<file path="config.mk">
export PLATFORM = sky130hd
export DESIGN_NAME = gb_timer_unit
export DESIGN_NICKNAME = d
export VERILOG_FILES = /design/src/rtl/gb_timer_unit.sv
export SDC_FILE = /design/constraint.sdc
export NUM_CORES = 1
export LEC_CHECK = 0
export CORE_MARGIN = 8
export CORE_UTILIZATION = 50
export DETAILED_ROUTE_END_ITERATION = 8
export PLACE_DENSITY_LB_ADDON = 0.3
export SETUP_SLACK_MARGIN = 0.4
export SYNTH_ARGS = -nofsm -noshare
export SYNTH_HDL_FRONTEND = slang
export SYNTH_SLANG_ARGS = --single-unit
export TNS_END_PERCENT = 30
</file>
<file path="constraint.sdc">
create_clock -name iClock -period 2 [get_ports iClock]
set_input_delay 0.4 -clock iClock [delete_from_list [all_inputs] [get_ports iClock]]
set_output_delay 0.4 -clock iClock [all_outputs]
set_load 0.05 [all_outputs]
</file>
<file path="src/rtl/gb_timer_unit.sv">
// DIV/TIMA/TMA/TAC timer block: shared system counter, falling-edge tap detection,
// delayed TIMA overflow with a cancellable TMA reload and INT 0x50 pulse.
module gb_timer_unit #(
  parameter int unsigned SYS_W   = 14,
  parameter int unsigned TAP0    = 7,
  parameter int unsigned TAP1    = 1,
  parameter int unsigned TAP2    = 3,
  parameter int unsigned TAP3    = 5,
  parameter int unsigned RLD_DLY = 1
) (
  input  logic       iClock,
  input  logic       iReset,
  input  logic       iTick,
  input  logic       iWe,
  input  logic [1:0] iAddr,
  input  logic [7:0] iWData,
  output logic [7:0] oRData,
  output logic [7:0] oDiv,
  output logic [7:0] oTima,
  output logic [7:0] oTma,
  output logic [7:0] oTac,
  output logic       oInterrupt0x50
);

  typedef enum logic [1:0] {COUNT, OVF, RELOAD} state_t;

  logic [SYS_W-1:0] rSys;
  logic [7:0]       rTima;
  logic [7:0]       rTma;
  logic [2:0]       rTac;
  logic             rTapQ;
  logic [1:0]       rCnt;
  logic             rIrq;
  state_t           rState;

  logic wSel;
  logic wTap;
  logic wFall;
  logic wWrDiv;
  logic wWrTima;
  logic wWrTma;
  logic wWrTac;

  always_comb begin
    wSel = 1'b0;
    case (rTac[1:0])
      2'd0:    wSel = rSys[TAP0];
      2'd1:    wSel = rSys[TAP1];
      2'd2:    wSel = rSys[TAP2];
      default: wSel = rSys[TAP3];
    endcase
  end

  assign wTap    = wSel & rTac[2];
  assign wFall   = rTapQ & ~wTap;
  assign wWrDiv  = iWe && (iAddr == 2'd0);
  assign wWrTima = iWe && (iAddr == 2'd1);
  assign wWrTma  = iWe && (iAddr == 2'd2);
  assign wWrTac  = iWe && (iAddr == 2'd3);

  // Counter, register file and overflow/reload sequencing
  always_ff @(posedge iClock) begin
    if (iReset) begin
      rSys   <= '0;
      rTima  <= 8'h00;
      rTma   <= 8'h00;
      rTac   <= 3'b000;
      rTapQ  <= 1'b0;
      rCnt   <= 2'd0;
      rIrq   <= 1'b0;
      rState <= COUNT;
    end else begin
      rTapQ <= wTap;
      rIrq  <= 1'b0;

      if (wWrDiv)     rSys <= '0;
      else if (iTick) rSys <= rSys + SYS_W'(1);

      if (wWrTma) rTma <= iWData;
      if (wWrTac) rTac <= iWData[2:0];

      case (rState)
        COUNT: begin
          if (wWrTima) begin
            rTima <= iWData;
          end else if (wFall) begin
            if (rTima == 8'hFF) begin
              rTima  <= 8'h00;
              rCnt   <= 2'(RLD_DLY);
              rState <= OVF;
            end else begin
              rTima <= rTima + 8'd1;
            end
          end
        end
        OVF: begin
          // A CPU write here aborts the pending reload and its interrupt
          if (wWrTima) begin
            rTima  <= iWData;
            rState <= COUNT;
          end else if (iTick) begin
            if (rCnt <= 2'd1) begin
              rCnt   <= 2'd0;
              rIrq   <= 1'b1;
              rState <= RELOAD;
            end else begin
              rCnt <= rCnt - 2'd1;
            end
          end
        end
        RELOAD: begin
          rTima  <= wWrTma ? iWData : rTma;
          rState <= COUNT;
        end
        default: rState <= COUNT;
      endcase
    end
  end

  assign oDiv           = rSys[SYS_W-1 -: 8];
  assign oTima          = rTima;
  assign oTma           = rTma;
  assign oTac           = {5'b11111, rTac};
  assign oInterrupt0x50 = rIrq;

  always_comb begin
    oRData = 8'h00;
    case (iAddr)
      2'd0:    oRData = oDiv;
      2'd1:    oRData = rTima;
      2'd2:    oRData = rTma;
      default: oRData = oTac;
    endcase
  end

endmodule

</file>
==> reports/results.ini <==
[floorplanning]
ios = 55
start_util = 0.507
core_mm2 = 0.00460
die_x_um = 84.3
die-area_mm2 = 0.00711
row_count = 25
fp.dieH_um = 84.3

[setup_path]
critical_path_required_ns = 2.23
worstReg2RegStart = rTac[1]$_SDFFE_PP0P_
cpPeakStageDelay_ns = 0.54
critPathSlowestCell = or4_4
ff2ff_path_depth = 5
timing.critical_path.buf_inv = 0
cp.depth = 5
startpoint = rTac[1]$_SDFFE_PP0P_
critPathKind = reg -> reg
r2r_setup_slack_ns = 0.17
cp-end-kind = register
crit_path_max_fanout = 5
crit_arrival_ns = 2.05
path_cells = mux2i_4 > o221ai_2 > a31o_2 > or4_4 > a21oi_2
r2r-end = oTima[7]$_SDFFE_PP0P_
start_kind = register
crit_family = compound AO/OA/AOI/OAI gates
crit_end = oTima[7]$_SDFFE_PP0P_

[global_routing]
grt_usage = 0.189
grt_pass1_wl_um = 11100
grt_overflow = 0
grt_antenna_before_repair = 0
grt_pass1_vias = 2228
grt_max_degree = 21

[sta]
clock_skew_ns = 0.00380
finalHoldViolCount = 0
rsz0062_at_grt = yes
fin_crit_ns = 1.83
setup_viol = 0
fmax_mhz = 547
slew_violations = 0
whs_ns = 0.460
min_period_over_period = 0.914

[synth]
syn-cell-area_mm2 = 0.00233
yosysTopAreaCellShare = 0.335
synth.ff_latch_count = 39
synth.distinct_cells = 49
synth_common_cells = dfxtp_1 (39), nor2_1 (28), nand2_1 (20)
synthArstFlopShare = 0
ys_warn_count = 0
synth-edff-count = 0
yosysTopAreaCell = dfxtp_1
syn-instance-count = 275
yosysMostFrequentCell = dfxtp_1
synthTopCellsByArea = dfxtp_1 (33%), mux2_2 (4.8%), nor2_1 (4.5%), mux2i_1 (4.3%), buf_4 (4.2%)
yosys_most_used_dff = dfxtp_1
synth_area_per_cell_um2 = 8.48
ys_seq_area_frac = 0.335

[power]
p_leak_uw = 0.00141
power_density_mw_per_mm2 = 504
irDropWorstVdd_mv = 0.271

[placed_design]
gp_congestion = 0.861
dp_hpwl_um = 4950
port-buffer-count = 49
placed_cell_area_mm2 = 0.00293

[final_layout]
fin_area_mm2 = 0.00333
drive_above_1_share = 0.341
area_delta_synth_final_pct = 42.7
final_nets = 368
n_antenna_cell = 0

[route]
drtIter0Drc = 150
via_per_inst = 5.87
avgRoutedWirePerCell_um = 17.9
drc = 0
drtPass1Iterations = 4
antenna_left = 0
postRouteWirelength_um = 7230
num_vias = 2365

[hold_path]
min_path_type = reg -> reg

[clock_tree]
clk_pin_slew_ns = 0.08
clock_latency_ns = 0.29
root_buffer = clkbuf_8
htreeDepth = 2
cts_tree = built
numCtsBuffers = 5
cts.sinks = 39
clk_path_buf_depth = 2
holdBufCountCts = 0

[run]
maxCapViolCount = 0

[outcome]
status = completed

==> worst min-delay path by stage <==
stage	from	end	slack (ns)	cells after the start
finish	rCnt[1]$_SDFFE_PP0P_	rCnt[1]$_SDFFE_PP0P_	0.46	2
global route	rCnt[1]$_SDFFE_PP0P_	rCnt[1]$_SDFFE_PP0P_	0.48	2
CTS	rCnt[1]$_SDFFE_PP0P_	rCnt[1]$_SDFFE_PP0P_	0.46	2
detailed placement	rCnt[1]$_SDFFE_PP0P_	rCnt[1]$_SDFFE_PP0P_	0.44	2
global placement	rCnt[1]$_SDFFE_PP0P_	rCnt[1]$_SDFFE_PP0P_	0.44	2
floorplan	rCnt[1]$_SDFFE_PP0P_	rCnt[1]$_SDFFE_PP0P_	0.43	2
==> metal layers <==
layer,vias to the layer above,global-route usage,part of all wire
li1,1109,-,-
met5,-,0,0
met4,0,0.0801,0.028
met3,19,0.0465,0.055
met2,93,0.315,0.51
met1,1144,0.223,0.41
==> cell usage in the layout (no fill, tap or decap), types with 6 or more instances in the layout <==
cell type / count
nand3_1: 10
dfxtp_1: 20
a21oi_1: 14
mux2_2: 7
inv_1: 9
clkdlybuf4s50_1: 9
buf_6: 9
xor2_1: 11
nand2_1: 19
nor2_1: 27
dlygate4sd2_1: 19
mux2i_1: 8
dfxtp_4: 8
dfxtp_2: 11
nor2b_1: 6
buf_4: 42
o21ai_0: 7
==> worst reg2reg max path, cell delays in order, from the launching register on <==
cell and delay [ns]:
dfxtp_4 0.42, mux2i_4 0.27, o221ai_2 0.15, a31o_2 0.25, or4_4 0.54, a21oi_2 0.14
==> timing repair <==
item | in CTS | in global routing
gates resized for setup | 70 | 19
pin swaps | 5 | 6
buffers inserted | 11 | 7
setup endpoints to repair | 46 | 45
cloned | 1 | 0
==> state kept, by name, indices dropped and copies added, names as in the netlist <==
name / cells
oTma: 8
oInterrupt0x50: 1
rState: 2
rTapQ: 1
oTima: 8
rSys: 14
rCnt: 2
rTac: 3
==> stage by stage <==
step,TNS (ns),worst slack (ns),total power [uW],utilization,std cells
floorplan,0,0.175,1020,-,279
global placement,-3.26,-0.241,1130,0.636,376
detailed placement,-3.45,-0.289,1130,0.636,376
CTS,0,0.212,1670,0.699,396
global route,0,0.133,1740,0.724,403
finish,0,0.173,1680,0.724,403
==> cells by family after synthesis <==
| kind of cell | after synthesis | synth area share |
|---|---|---|
| AOI/OAI and AO/OA | 58 | 0.168 |
| muxes | 23 | 0.122 |
| and+or+nand+nor | 96 | 0.205 |
| buffers and inverters | 37 | 0.0805 |
| adders and majority gates | 6 | 0.0322 |
| xor gates and xnor gates | 15 | 0.0563 |
| other | 1 | 0.00161 |
| DFF | 39 | 0.335 |
==> report_power, final <==
| group | leakage, uW | total (uW) | switching (uW) | internal, uW |
|---|---|---|---|---|
| sequential | 0.000327 | 806 | 21.9 | 784 |
| combinational | 0.00104 | 343 | 199 | 144 |
| clock | 0.0000477 | 529 | 290 | 239 |
| total | 0.00141 | 1680 | 511 | 1170 |
==> cell type report <==
type | instances | area, um^2
Clock buffer | 5 | 68.8
Clock inverter | 3 | 15.0
Fill cell | 336 | 1270
Inverter | 9 | 33.8
Multi-Input combinational cell | 203 | 1480
Sequential cell | 39 | 825
Tap cell | 54 | 67.6
Timing Repair Buffer | 90 | 836
No activity file was read; power rests on OpenSTA's default activity.
